$ cat config.mk
export PLATFORM = sky130hd
export DESIGN_NAME = gray_sync_rx
export DESIGN_NICKNAME = d
export VERILOG_FILES = /design/src/rtl/gray_sync_rx.sv
export SDC_FILE = /design/constraint.sdc
export NUM_CORES = 1
export LEC_CHECK = 0
export CAP_MARGIN = 10
export CORE_ASPECT_RATIO = 0.6
export CORE_MARGIN = 3
export CORE_UTILIZATION = 51
export DETAILED_ROUTE_END_ITERATION = 16
export HOLD_SLACK_MARGIN = 0.02
export PLACE_DENSITY = 0.78
export SLEW_MARGIN = 0
export SYNTH_ARGS = -nofsm -noshare
export SYNTH_HDL_FRONTEND = slang
export SYNTH_SLANG_ARGS = --single-unit
$ cat constraint.sdc
create_clock -name clk -period 3.95 [get_ports clk]
set_input_delay 0.79 -clock clk [delete_from_list [all_inputs] [get_ports clk]]
set_output_delay 0.79 -clock clk [all_outputs]
set_load 0.1 [all_outputs]
$ cat src/rtl/gray_sync_rx.sv
// gray_sync_rx
//   Receive-side endpoint for a Gray-coded counter launched from another
//   clock domain. The Gray bus passes through a SYNC_STAGES flop chain. It is
//   then decoded to binary and tracked. Any forward step larger than MAX_STEP
//   (modulo 2^WIDTH) is flagged as an illegal jump.
//
// Ports
//   clk        destination-domain clock
//   rstb       asynchronous active-low reset (release synchronised externally)
//   gray_in    Gray-coded count, asynchronous to clk
//   clr_err    synchronous clear for err_jump / jump_cnt
//   bin_val    registered binary value of the synchronised Gray input
//   val_chg    one-cycle pulse when bin_val updates while tracking
//   delta      registered (new - old) mod 2^WIDTH of the last update
//   ready      high once the synchroniser has been flushed (TRACK state)
//   err_jump   sticky flag: an update had delta > MAX_STEP
//   jump_cnt   number of illegal jumps, saturating at 255
//   dbg_state  current FSM state encoding (ST_FLUSH / ST_TRACK)
//
// FSM: FLUSH waits SYNC_STAGES+1 edges after reset so that stale chain
// contents never count as an update. TRACK then compares every decoded
// sample against bin_val.

module gray_sync_rx #(
    parameter int WIDTH       = 4,
    parameter int SYNC_STAGES = 2,   // legal range 2..4
    parameter int MAX_STEP    = 1
) (
    input  logic             clk,
    input  logic             rstb,
    input  logic [WIDTH-1:0] gray_in,
    input  logic             clr_err,
    output logic [WIDTH-1:0] bin_val,
    output logic             val_chg,
    output logic [WIDTH-1:0] delta,
    output logic             ready,
    output logic             err_jump,
    output logic [7:0]       jump_cnt,
    output logic [1:0]       dbg_state
);

    typedef enum logic [1:0] {
        ST_FLUSH = 2'b01,
        ST_TRACK = 2'b10
    } state_t;

    // SYNC_STAGES + 1 is at most 5, so 3 bits cover the flush count.
    localparam logic [2:0]       FLUSH_DONE = 3'(SYNC_STAGES + 1);
    localparam logic [WIDTH-1:0] MAX_STEP_W = WIDTH'(MAX_STEP);

    logic [WIDTH-1:0] r_sync [SYNC_STAGES];
    state_t           r_state;
    logic [2:0]       r_flush_cnt;
    logic [WIDTH-1:0] r_bin_val;
    logic             r_val_chg;
    logic [WIDTH-1:0] r_delta;
    logic             r_ready;
    logic             r_err_jump;
    logic [7:0]       r_jump_cnt;

    logic [WIDTH-1:0] w_gs;
    logic [WIDTH-1:0] w_bin;
    logic [WIDTH-1:0] w_diff;
    logic             w_jump;
    logic [2:0]       w_flush_nxt;
    logic [7:0]       w_cnt_inc;

    // Synchroniser chain: stage 0 captures the asynchronous bus.
    always_ff @(posedge clk or negedge rstb) begin
        if (!rstb) begin
            for (int k = 0; k < SYNC_STAGES; k++) begin
                r_sync[k] <= '0;
            end
        end else begin
            r_sync[0] <= gray_in;
            for (int k = 1; k < SYNC_STAGES; k++) begin
                r_sync[k] <= r_sync[k-1];
            end
        end
    end

    assign w_gs = r_sync[SYNC_STAGES-1];

    // Gray to binary: bit i is the XOR of all Gray bits from i up to the MSB.
    always_comb begin
        w_bin = '0;
        for (int i = 0; i < WIDTH; i++) begin
            w_bin[i] = ^(w_gs >> i);
        end
    end

    // Unsigned WIDTH-bit subtraction wraps naturally, so all-ones -> 0 is +1.
    assign w_diff      = w_bin - r_bin_val;
    assign w_jump      = (w_diff > MAX_STEP_W);
    assign w_flush_nxt = r_flush_cnt + 3'd1;
    assign w_cnt_inc   = (r_jump_cnt == 8'hFF) ? 8'hFF : r_jump_cnt + 8'd1;

    always_ff @(posedge clk or negedge rstb) begin
        if (!rstb) begin
            r_state     <= ST_FLUSH;
            r_flush_cnt <= '0;
            r_bin_val   <= '0;
            r_val_chg   <= 1'b0;
            r_delta     <= '0;
            r_ready     <= 1'b0;
            r_err_jump  <= 1'b0;
            r_jump_cnt  <= '0;
        end else begin
            case (r_state)
                ST_FLUSH: begin
                    r_flush_cnt <= w_flush_nxt;
                    r_bin_val   <= w_bin;
                    if (w_flush_nxt == FLUSH_DONE) begin
                        r_state <= ST_TRACK;
                        r_ready <= 1'b1;
                    end
                end
                ST_TRACK: begin
                    if (w_diff == '0) begin
                        r_val_chg <= 1'b0;
                    end else begin
                        r_bin_val <= w_bin;
                        r_delta   <= w_diff;
                        r_val_chg <= 1'b1;
                    end
                    // A jump detected on the same edge as clr_err wins:
                    // the counter restarts at 1 rather than 0.
                    if ((w_diff != '0) && w_jump) begin
                        r_err_jump <= 1'b1;
                        r_jump_cnt <= clr_err ? 8'd1 : w_cnt_inc;
                    end else if (clr_err) begin
                        r_err_jump <= 1'b0;
                        r_jump_cnt <= '0;
                    end
                end
                default: begin
                    r_state     <= ST_FLUSH;
                    r_flush_cnt <= '0;
                    r_ready     <= 1'b0;
                end
            endcase
        end
    end

    assign bin_val   = r_bin_val;
    assign val_chg   = r_val_chg;
    assign delta     = r_delta;
    assign ready     = r_ready;
    assign err_jump  = r_err_jump;
    assign jump_cnt  = r_jump_cnt;
    assign dbg_state = r_state;

endmodule

[Word level (Yosys, flattened, before mapping)]
Index checks and enable logic that the tools add are counted.
Operators by class
  $add $sub $neg: 3
  $mul: 0
  divide/modulo/power cells: 0
  magnitude comparators: 1
  equality and inequality tests: 6
  shift operators: 0
  multiplexer cells: 14
  bitwise operators: 2
  reduce and logical (&&, ||, !) cells: 13
Operator list (number)
  $mux W8: 4
  $reduce_xor A4 Y1: 4
  $add A8 B1 Y8 const B: 1
  $eq A8 B8 Y1 const B: 1
  $pmux W4 S2: 1
  $reduce_and A2 Y1: 4
  $pmux W3 S2: 1
  $gt A4 B1 Y1 const B: 1
  $logic_not A4 Y1: 1
  $mux W1: 4
  $mux W4: 1
  $ne A2 B2 Y1 const B: 2
  $pmux W2 S2: 1
  $reduce_bool A2 Y1: 2
  $reduce_bool A4 Y1: 1
  $sub A4 B4 Y4: 1
  $add A3 B1 Y3 const B: 1
  $eq A3 B2 Y1 const B: 1
  $eq A2 B1 Y1 const B: 1
  $eq A2 B2 Y1 const B: 1
  $mux W2: 1
  $not A1 Y1: 2
  $pmux W1 S2: 1
  $logic_and A1 B1 Y1: 1
Storage, ports and cells
  register bits after elaboration: 32
  latch bits: 0
  bits in writable memories: 0
  bits in read-only memories: 0
  input bits: 7
  output and inout bits: 21
  logic and storage cells: 49
  memories: 0

[Longest topological paths before layout]
Gate-level depths: netlist of run 1.
  depth in word-level cells: 6
  depth in mapped cells: 11
  gate-level depth less buffers: 10

[Least setup slack after synthesis of run 1]
No wires, ideal clock.
  path kind: register -> register
  start point: reg r_sync, in the netlist w_gs[3]
  end point: reg r_bin_val[0], in the netlist bin_val[0]
  setup time: 0.122 ns
  data arrival time: 2.801 ns
  data required time: 3.828 ns
  path slack: 1.027 ns
  stages on the path, launching flop included: 11
  buffers on the path: 0
  clock period less this slack: 2.923 ns
  path through: dfrtp_1 xnor2_1 xnor2_1 xnor2_1 ha_1 fa_1 xor2_1 nand2_1 or3_4 or3b_1 a32o_1
On the way
  word-level cells in the longest chain between the ends: 5
  elaborated cells on any way between the ends: 10
  classes of those cells: add/sub (1); eq/ne (1); mux (2); reduce/logical (6)
RTL lines
  from (decl): RTL line 51  | logic [WIDTH-1:0] r_sync [SYNC_STAGES];
  from (signal, indexed assignment): RTL line 77  | r_sync[k] <= r_sync[k-1];
  $reduce_xor A4 Y1: RTL line 88  | w_bin[i] = ^(w_gs >> i);
  net w_bin[1]: RTL line 62  | logic [WIDTH-1:0] w_bin;
  $sub A4 B4 Y4: RTL line 93  | assign w_diff = w_bin - r_bin_val;
  $logic_not A4 Y1: RTL line 119  | if (w_diff == '0) begin
  $ne A2 B2 Y1 (no line)
  $reduce_and A2 Y1 (no line)
  to (signal assigned): RTL line 112  | r_bin_val <= w_bin;
  to (signal assigned): RTL line 122  | r_bin_val <= w_bin;
  to (decl): RTL line 54  | logic [WIDTH-1:0] r_bin_val;
The timed path passes the listed nets, and every way through them passes these cells. The select of a mux whose other input is x is not followed.
A chain may end at the register's enable or synchronous reset.

[Worst setup path in the final report of run 1]
  start point: reg r_sync, in the netlist w_gs[3]
  end point: reg r_bin_val[3], in the netlist bin_val[3]
Same word-level chain as after synthesis.

==> impl_results.md, run 1 <==
* Unrepaired setup endpoints after global routing: no
* Clock skew at between 0.009 and 0.01 ns
* Register area share after synthesis at 0.521
* Die X at around 76 um
* P&R area growth vs syn at 28.2%
* Clock transition at the registers of the reported paths at approximately 0.060 ns
* Fin nets at 190
* MaxCap Viol Count at 0
* GR Layer Usage met2 at 0.311
* Clock Latency Late Sink at about 0.28 ns
* Vias in the first global route at between 1000 and 1500
* Seq cells post-synth at 31
* Most frequent cells in the layout: dfrtp_1 (30), clkdlybuf4s50_1 (27), nand2_1 (15), o21ai_0 (13), inv_1 (11)
* P per Cell Area at about 900 nW/um^2
* Vias/cell at between 5 and 6
* Status: finished, final reports clean
* Maximum VDD drop at 0.000619 V
* 1st-pass router iterations at 4
* Antenna viol nets, final at 0
* PostCTS Resize Cnt at 0
* Slew @ Worst Pin at 0.982 ns
* I/O Pins at 28
* Synth Instances at 145
* Root buffer cell: clkbuf_8
* Startpoint Class: flip-flop
* TritonCTS buffer count at 5
* Die area at 3630 um^2
* Post-layout minimum cycle time at ~3.4 ns
* Largest net degree at the start of global routing at 32
* Final number of setup-violating endpoints at 0
* Site row count at 14
* GRT Util Overall at 0.207
* Yosys warnings at 0
* DR iter-0 viols at 93
* CORE AREA at between 2000 and 3000 um^2
* Port-buffer cells at 27
* Total grt overflow at 0
* Final WL at 3420 um
* Crit path DAT at ~3.5 ns
* Setup crit end kind: flip-flop
* Setup CP Type: flip-flop to flip-flop
* Total Power at around 1.7 mW
* CTS tree: done
* Synth top area share at 0.503
* Max Clk Rate at between 200 and 300 MHz
* Antenna diodes at 0
* Placed Cells at around 210
* Grt met3 use at 0.0671
* DRC Markers at 0
* Leakage at around 0.84 nW
* Post-Syn Area at 1490 um^2
* Peak fanout along the critical path at 6
* Final worst-path cycle share at 0.851
* Slew margin rel. at 0.344
* First-pass GRT wire length at between 5000 and 6000 um
* Initial Utilization at 0.564
* Number of H-tree levels at 2
* Post-DP HPWL at ~2500 um
* Busiest grt layer: met2
* Met1 usage at 0.293
* Hold buffer count at CTS at 0
* Most common cell after layout, fill and taps aside: dfrtp_1
* Antenna violations before repair at 0
* Post-CTS Setup Bufs at 0
* Max-slew violations at 0
* Clock buffer depth at 2
* Final GP Congestion at 0.934
* Routed vias at ~1200
* Layout cell share with drive strength beyond 1 at 0.0960
* Final Util at 0.724
* Setup TNS at 0 ns
* Syn_nets at between 150 and 200
* Fin. Hold Viols at 0
* Yosys top cell by area: dfrtp_1
* Mean routed wirelength per cell at ~16 um
* Min-Delay Path Class: flip-flop to flip-flop
* WP data required at just over 4 ns
* Netlist cell types at 39
* Die Ht at between 40 and 50 um
* Fin cells at roughly 220
* Synth area leaders: dfrtp_1 (50%), ha_1 (5.0%), o21ai_0 (4.4%)
* Count of clock tree sinks at 31
* Syn Area/Cell at between 10 and 15 um^2
==> state kept, by name, summed over array words and instances (netlist names) <==
| register | count |
|---|---|
| jump_cnt | 8 |
| val_chg | 1 |
| w_gs | 4 |
| err_jump | 1 |
| r_flush_cnt | 3 |
| bin_val | 4 |
| delta | 4 |
| r_sync | 4 |
| dbg_state | 2 |
==> kinds of logic after synthesis <==
kind of cell / after synthesis / share of synthesized area
AO/OA/AOI/OAI: 40 / 0.179
XOR/XNOR: 6 / 0.0352
adder cells (fa/ha/maj): 7 / 0.0637
buffers and inverters: 15 / 0.0402
flip-flops: 31 / 0.521
multiplexers: 1 / 0.00754
AND/OR/NAND/NOR: 45 / 0.154
==> cell type report <==
cell class	count	area, um^2
inverters	11	41.3
well taps	40	50.0
multi-input cells	99	656
fillers	187	731
repair buffers	28	278
flip-flops and latches	31	777
clock buffers	5	68.8
clock inverters	3	43.8
==> per-stage QoR <==
stage | instance area [um^2] | worst slack, ns | hold slack, ns
floorplan | 1490 | 1.03 | 0.331
CTS | 1910 | 0.647 | 0.356
finish | 1910 | 0.589 | 0.354
global placement | 1800 | 0.935 | 0.335
global route | 1910 | 0.372 | 0.368
detailed placement | 1800 | 0.676 | 0.338
==> layer usage <==
| metal | routed length, um | up-vias | part of all wire |
|---|---|---|---|
| li1 | - | 572 | - |
| met1 | 1680 | 633 | 0.49 |
| met2 | 1550 | 39 | 0.45 |
| met3 | 175 | 4 | 0.051 |
| met4 | 19 | 0 | 0.0056 |
| met5 | 0 | - | 0 |
==> synthesized netlist by cell type <==
cell,n
inv_1,11
a31o_2,1
dfstp_2,1
buf_1,1
nand3_1,5
o311ai_0,2
o2bb2ai_1,3
and3_4,1
xnor2_1,5
xor2_1,1
and3_1,2
nor2_1,8
a211o_1,1
o21a_1,1
clkbuf_1,2
nor2b_1,2
o31a_2,1
a21bo_2,1
a21oi_1,9
and3_2,1
o211ai_1,2
ha_1,6
nand2b_1,3
dfrtp_1,30
o21ai_0,13
nand4_1,1
nand2_1,15
nand3b_1,1
and2_1,2
fa_1,1
o311a_1,1
or3_4,1
buf_4,1
a311o_1,1
or3b_1,1
nor3_1,2
mux2_2,1
a32o_1,1
o31ai_1,3
==> power by group <==
group	leakage (nW)	switching [mW]	internal, mW
registers	0.363	0.0576	0.389
logic	0.418	0.712	0.259
clock network	0.0581	0.123	0.188
==> final timing paths <==
check                               start             end  slack (ns)  cells after the start
worst max-delay path              w_gs[3]      bin_val[3]        0.59                     10
worst min-delay path            r_sync[5]         w_gs[1]        0.35                      0
worst max register to register    w_gs[3]      bin_val[3]        0.59                     10
worst min register to register  r_sync[5]         w_gs[1]        0.35                      0
max in group asynchronous            rstb    dbg_state[0]        2.73                      2
min in group asynchronous            rstb  r_flush_cnt[2]        0.90                      2
==> critical path, cell delays in order (launching register included) <==
cell     delay, ns
dfrtp_1       0.42
xnor2_1       0.21
xnor2_1       0.46
xnor2_1       0.16
ha_1          0.24
fa_1          0.39
xor2_1        0.27
nand3_1       0.14
nor3_1        0.49
o21ai_0       0.18
mux2_2        0.29
Note: power is estimated with default switching activity, not from simulation.
==> inputs of run 2 (changes only) <==
--- a/config.mk
+++ b/config.mk
@@ -5,6 +5,7 @@
 export SDC_FILE = /design/constraint.sdc
 export NUM_CORES = 1
 export LEC_CHECK = 0
+export ABC_AREA = 1
 export CAP_MARGIN = 10
 export CORE_ASPECT_RATIO = 0.6
 export CORE_MARGIN = 3
==> run 2 against run 1 <==
Combinational power down 2.4%. First-iteration DRC count down 26%. Clock-buffer cell count unchanged. Clock skew is 0.0055 ns lower. Maximum frequency rose by 20%. Sequential share of layout area is 0.50 points lower. Register-to-register slack better by 0.77 ns. Die area rose by 3.8%. Hold slack worse by 0.0027 ns. Utilization fell by 0.53 points. Critical path type is now flip-flop to primary output. Largest power group unchanged.
==> impl_results.md, run 2 <==
* Predominant post-synthesis flop cell: dfrtp_1
* Final worst-path cycle share at 0.708 (-0.143)
* Worst path max stage delay at 1.15 ns (+0.66 ns)
* Layout fillers at 217 (+16%)
* First-pass GRT wire length at 5640 um (+3.2%)
* Clock Latency Late Sink at 0.28 ns (about the same)
* Post-layout minimum cycle time at 2.80 ns (-0.566 ns)
* Mean routed wirelength per cell at 12.6 um (-20%)
* Reg2Reg Setup Slack at 1.36 ns (+0.77 ns)
* Final WL at 3170 um (-7.5%)
* Clock buffer depth at 2 (unchanged)
* Top post-synthesis cells by count: nand2_1 (66), dfrtp_1 (30), inv_1 (20), nand3_1 (12), o21ai_0 (9)
* Multi-input combinational cell area at 667 um^2 (+1.7%)
* I/O Pins at 28 (unchanged)
* P&R area growth vs syn at 24.5%
* Total Power at 1.63 mW (-5.9%)
* CTS tree: done
* Worst Reg-to-Reg Cells at 11 (+1)
* Largest net degree at the start of global routing at 32 (unchanged)
* Yosys warnings at 0 (unchanged)
* Flip-flop and latch area at 777 um^2 (unchanged)
* Hold path depth at 0 (unchanged)
* Site row count at 14 (unchanged)
* Fin nets at 224 (+18%)
* Setup TNS at 0 ns (unchanged)
* Worst r2r dst: jump_cnt[7]
* Syn_nets at 192 (+21%)
* Slew margin rel. at 0.330 (-0.0140)
* Routed vias at 1262 (+1.1%)
* Unrepaired setup endpoints after global routing: no
* Hold buffer count at CTS at 0 (unchanged)
* Most frequent cells in the layout: nand2_1 (66), dfrtp_1 (30), clkdlybuf4s50_1 (27), inv_1 (20), nand3_1 (12)
* Initial Utilization at 0.577 (+0.0127)
* MaxCap Viol Count at 0 (unchanged)
* Layout cell share with drive strength beyond 1 at 0.0948 (-0.00126)
* P per Cell Area at 839 nW/um^2 (-7.1%)
* Total grt overflow at 0 (unchanged)
* Crit path cell chain: clkdlybuf4s50_1
* Busiest grt layer: met2
* TritonCTS buffer count at 5 (unchanged)
* Final GP Congestion at 0.840 (-10%)
* Hold wc startpoint: r_sync[7]
* WP data required at 3.16 ns (-0.95 ns)
* Slew @ Worst Pin at 1.00 ns (+0.0209 ns)
* Hold endpoint: w_gs[3]
* Max-slew violations at 0 (unchanged)
* CP max stage cell: clkdlybuf4s50_1
* GRT Util Overall at 0.191 (-0.0165)
* Status: finished, final reports clean
* Clock transition at the registers of the reported paths at 0.06 ns (about the same)
* Leakage at 0.982 nW (+17%)
* Die Ht at 48.8 um (+1.8%)
* Maximum VDD drop at 0.000551 V (-11%)
* Antenna viol nets, final at 0 (unchanged)
* Die area at 3770 um^2 (+3.8%)
* Register area share after synthesis at 0.499 (-0.0213)
* Final number of setup-violating endpoints at 0 (unchanged)
* Antenna violations before repair at 0 (unchanged)
* Post-DP HPWL at 2300 um (-8.9%)
* Syn Area/Cell at 8.74 um^2 (-15%)
* DR iter-0 viols at 69 (-26%)
* Number of H-tree levels at 2 (unchanged)
* Synth top area share at 0.482 (-0.0206)
* Setup crit end kind: primary output
* FFs w/ async S/R, synth at 1.00 (unchanged)
* Most common cell after layout, fill and taps aside: nand2_1
* PostCTS Resize Cnt at 0 (unchanged)
* Seq cells post-synth at 31 (unchanged)
* Yosys top cell by area: dfrtp_1
* Antenna diodes at 0 (unchanged)
* Cell family with most CP delay: buffers and inverters
* Crit path buffers/inverters at 1 (+1)
* Synth area leaders: dfrtp_1 (48%), nand2_1 (16%), ha_1 (4.8%)
* Startpoint Class: flip-flop
* Min-Delay Path Class: flip-flop to flip-flop
* Vias/cell at 5.03 (-13%)
* Met1 usage at 0.255 (-0.0380)
* 1st-pass router iterations at 4 (unchanged)
* Worst reg2reg path startpoint: w_gs[3]
* Post-Syn Area at 1560 um^2 (+4.3%)
* Post-CTS Setup Bufs at 0 (unchanged)
* Most frequent cell after synthesis: nand2_1
* DRC Markers at 0 (unchanged)
* Root buffer cell: clkbuf_8
* Max Clk Rate at 358 MHz (+20%)
* Max reg flops at 8 (unchanged)
* Number of synthesized flops with an enable pin at 0 (unchanged)
* Clock skew at 0.00428 ns (-0.00546 ns)
* Setup CP Type: flip-flop to primary output
* Count of clock tree sinks at 31 (unchanged)
* Fin. Hold Viols at 0 (unchanged)
* Vias in the first global route at 1267 (+12%)
* Crit path DAT at 2.01 ns (-1.51 ns)
* Netlist cell types at 26 (-33%)
* Port-buffer cells at 27 (unchanged)
* CORE AREA at 2700 um^2 (+2.0%)
* Die X at 77.3 um (+2.0%)
* Peak fanout along the critical path at 4 (-2)
* Grt met3 use at 0.0517 (-0.0154)
* GR Layer Usage met2 at 0.288 (-0.0233)
* Synth Instances at 178 (+23%)
==> run 2: worst max path at each step <==
stage          cells after the start  slack, ns           end    startpoint
2_1_floorplan                      9       1.59   jump_cnt[5]    bin_val[0]
3_3_place_gp                       1       1.47  dbg_state[0]  dbg_state[0]
3_5_place_dp                      11       1.39   jump_cnt[7]       w_gs[3]
4_1_cts                            1       1.15  dbg_state[0]  dbg_state[0]
5_1_grt                            1       1.12  dbg_state[0]  dbg_state[0]
6_report                           1       1.15  dbg_state[0]  dbg_state[0]
==> run 2: per-stage QoR <==
step	utilization	hold WS, ns	std cells	cell area [um^2]	setup slack, ns
6_report	0.718	0.351	251	1940	1.15
5_1_grt	0.718	0.369	251	1940	1.12
3_3_place_gp	0.687	0.334	243	1850	1.47
4_1_cts	0.718	0.352	251	1940	1.15
3_5_place_dp	0.687	0.337	243	1850	1.39
2_1_floorplan	-	0.331	178	1560	1.59
==> run 2: logic make-up (layout without fill, tap and decap cells) <==
logic type	Yosys count	count (layout)	share of synthesized area
XOR/XNOR	6	6	0.0386
AO/OA/AOI/OAI	13	13	0.0531
buffers and inverters	25	58	0.0723
adder cells (fa/ha/maj)	7	7	0.0611
AND/OR/NAND/NOR	96	96	0.276
flip-flops	31	31	0.499
==> run 2: layer usage <==
| layer | vias to the layer above | share of wire |
|---|---|---|
| met5 | - | 0 |
| met4 | 0 | 0.015 |
| met3 | 4 | 0.054 |
| met2 | 33 | 0.46 |
| met1 | 597 | 0.47 |
| li1 | 628 | - |
==> run 2: power by group <==
group          internal (mW)  leakage, nW  switching (mW)
Sequential             0.386        0.363          0.0579
Clock                  0.120       0.0477           0.113
Combinational          0.227        0.572           0.722
Total                  0.733        0.982           0.893
==> run 2: cell type report <==
| cell class | instances | share of cell area |
|---|---|---|
| Clock inverter | 3 | 0.00775 |
| Inverter | 22 | 0.0426 |
| Clock buffer | 5 | 0.0355 |
| Tap cell | 40 | 0.0258 |
| Timing Repair Buffer | 28 | 0.143 |
| Sequential cell | 31 | 0.401 |
| Multi-Input combinational cell | 122 | 0.344 |
==> inputs of run 3 (changes only) <==
--- a/config.mk
+++ b/config.mk
@@ -9,10 +9,10 @@
 export CAP_MARGIN = 10
 export CORE_ASPECT_RATIO = 0.6
 export CORE_MARGIN = 3
-export CORE_UTILIZATION = 51
+export CORE_UTILIZATION = 46
 export DETAILED_ROUTE_END_ITERATION = 16
 export HOLD_SLACK_MARGIN = 0.02
-export PLACE_DENSITY = 0.78
+export PLACE_DENSITY = 0.74
 export SLEW_MARGIN = 0
 export SYNTH_ARGS = -nofsm -noshare
 export SYNTH_HDL_FRONTEND = slang
==> constraint.sdc (replaced) <==
create_clock -name clk -period 2.4 [get_ports clk]
set_input_delay 0.48 -clock clk [delete_from_list [all_inputs] [get_ports clk]]
set_output_delay 0.48 -clock clk [all_outputs]
set_load 0.1 [all_outputs]
==> run 3 against run 2 <==
Global-route usage is 1.8 points lower. Sequential cell count is the same. Sequential share of layout area fell by 2.8 points. Utilization decreased by 3.2 points. Combinational power up 95%. Setup slack worse by 1.1 ns. Final area increased by 7.6%. Clock-buffer cell count increased by 2. Power rose by 83%. Largest power group unchanged.
==> impl_results.md, run 3 (synthesis results as in run 2) <==
* Antenna violations before repair at 0 (unchanged)
* Post-DP HPWL at 2420 um (+5.4%)
* Most common cell after layout, fill and taps aside: nand2_1
* Clock transition at the registers of the reported paths at 0.06 ns (about the same)
* Min-Delay Path Class: flip-flop to flip-flop
* Fin nets at 233 (+4.0%)
* Number of H-tree levels at 2 (unchanged)
* Leakage at 1.07 nW (+8.5%)
* DR iter-0 viols at 111 (+61%)
* Sequential power share at 0.248 (-0.025)
* Count of clock tree sinks at 31 (unchanged)
* Setup crit end kind: flip-flop
* TritonCTS buffer count at 5 (unchanged)
* CTS tree: done
* Status: finished, final reports clean
* Sw Share at 0.542 (-0.00747)
* Final worst-path cycle share at 0.987
* Clock share of power at 0.128 (-0.016)
* Antenna diodes at 0 (unchanged)
* CP max stage cell: dfrtp_1
* Max-slew violations at 0 (unchanged)
* GRT Util Overall at 0.173 (-0.0180)
* Routed vias at 1322 (+4.8%)
* P&R area growth vs syn at 34.0%
* Post-layout minimum cycle time at 2.37 ns
* Vias in the first global route at 1187 (-6.3%)
* WHS at 0.348 ns (-0.00320 ns)
* Crit path buffers/inverters at 0 (-1)
* Final GP Congestion at 0.881 (+4.9%)
* Clock skew at 0.00359 ns (-0.000690 ns)
* Cell family with most CP delay: simple AND/OR/NAND/NOR gates
* First-pass GRT wire length at 5380 um (-4.6%)
* Vias/cell at 5.05 (+0.36%)
* Port-buffer cells at 27 (unchanged)
* Layout cell share with drive strength beyond 1 at 0.282 (+0.187)
* Max Clk Rate at ~420 MHz
* Site row count at 15 (+1)
* Maximum VDD drop at 0.00104 V (+89%)
* Slew margin rel. at 0.743 (+0.413)
* Final WL at 3630 um (+15%)
* Die Ht at 51.1 um (+4.7%)
* Fin. Hold Viols at 0 (unchanged)
* Slew @ Worst Pin at 0.386 ns (-0.617 ns)
* I/O Pins at 28 (unchanged)
* WP data required at 2.61 ns (-0.55 ns)
* DRC Markers at 0 (unchanged)
* Switching power at 1.61 mW (+80%)
* Crit path DAT at 2.58 ns (+0.57 ns)
* Antenna viol nets, final at 0 (unchanged)
* Max reg flops at 8 (unchanged)
* Crit path cell chain: xor2_2, xor2_2, ha_2, fa_2, xnor2_4, nor2_4, nand3_4, nand2_4, nor2_4, nand2_1, nand2_1
* Clock Latency Late Sink at 0.28 ns (about the same)
* Die area at 4140 um^2 (+9.8%)
* Startpoint Class: flip-flop
* Most frequent cells in the layout: nand2_1 (63), dfrtp_1 (30), buf_4 (27), inv_1 (19), nand3_1 (11)
* 1st-pass router iterations at 4 (unchanged)
* Root buffer cell: clkbuf_8
* Comb pwr share at 0.625 (+0.042)
* MaxCap Viol Count at 0 (unchanged)
* Clock buffer depth at 2 (unchanged)
* Setup WS pre-CTS at -0.0431 ns (-1.44 ns)
* Largest net degree at the start of global routing at 32 (unchanged)
* Total grt overflow at 0 (unchanged)
* P per Cell Area at 1420 nW/um^2 (+70%)
* Initial Utilization at 0.512 (-0.0651)
* Setup CP Type: flip-flop to flip-flop
* Peak fanout along the critical path at 7 (+3)
* Mean routed wirelength per cell at 13.8 um (+9.8%)
* Pint at 1.36 mW (+86%)
* Final number of setup-violating endpoints at 0 (unchanged)
* Worst path max stage delay at 0.41 ns (-0.74 ns)
* Setup slack after layout at 0.0308 ns (-1.12 ns)
* Layout fillers at 223 (+2.8%)
* CORE AREA at 3040 um^2 (+13%)
* Die X at 81.1 um (+4.9%)
* Unrepaired setup endpoints after global routing: yes
[run 3: power by group through the flow]
stage / registers [mW] / clock network [mW] / logic, mW
3_5_place_dp: 0.743 / 0 / 1.56
4_1_cts: 0.733 / 0.393 / 1.57
3_3_place_gp: 0.732 / 0 / 1.53
2_1_floorplan: 1.45 / 0 / 0.526
6_report: 0.735 / 0.380 / 1.85
5_1_grt: 0.750 / 0.414 / 1.96
[run 3: routing by layer]
| metal | vias up | global-route usage | routed length, um |
|---|---|---|---|
| li1 | 646 | - | - |
| met1 | 621 | 0.242 | 1610 |
| met2 | 50 | 0.256 | 1750 |
| met3 | 5 | 0.0511 | 230 |
| met4 | 0 | 0.0562 | 38 |
| met5 | - | 0 | 0 |
[run 3: final cells by class]
type / count / area [um^2] / share of cell area
Timing Repair Buffer: 36 / 297 / 0.142
Multi-Input combinational cell: 123 / 796 / 0.382
Tap cell: 42 / 52.6 / 0.0252
Sequential cell: 31 / 777 / 0.373
Inverter: 22 / 82.6 / 0.0396
Clock buffer: 7 / 76.3 / 0.0366
Clock inverter: 1 / 5.00 / 0.00240
[run 3: through the flow]
stage	setup TNS (ns)	area [um^2]	utilization	std cells	total power, mW
after floorplan	0	1560	-	178	1.98
after global placement	0	1830	0.601	248	2.26
after detailed placement	-0.194	1830	0.601	248	2.31
after CTS	0	1910	0.629	256	2.70
after global routing	-0.661	2090	0.686	262	3.13
final	0	2090	0.686	262	2.97
[run 3: worst register-to-register path, stage by stage (launching register included)]
cell     delay [ns]
dfrtp_1        0.41
xor2_2         0.21
xor2_2         0.20
ha_2           0.21
fa_2           0.39
xnor2_4        0.21
nor2_4         0.07
nand3_4        0.11
nand2_4        0.09
nor2_4         0.24
nand2_1        0.09
nand2_1        0.08
[run 3: path summary, 6_finish.rpt]
kind                                 from  slack, ns           end  depth (start not counted)
worst max-delay path              w_gs[3]       0.03   jump_cnt[3]                         11
worst min-delay path            r_sync[5]       0.35       w_gs[1]                          0
worst max register to register    w_gs[3]       0.03   jump_cnt[3]                         11
worst min register to register  r_sync[5]       0.35       w_gs[1]                          0
max in group asynchronous            rstb       1.50  dbg_state[0]                          2
min in group asynchronous            rstb       0.59   jump_cnt[3]                          2
[run 3: timing repair]
item | in CTS | in global routing
gates cloned | 0 | 1
buffers inserted | 0 | 5
gates resized for setup | 1 | 23
endpoints found under the setup margin | 7 | 18
pin swaps | 0 | 14
hold buffers | 0 | 0
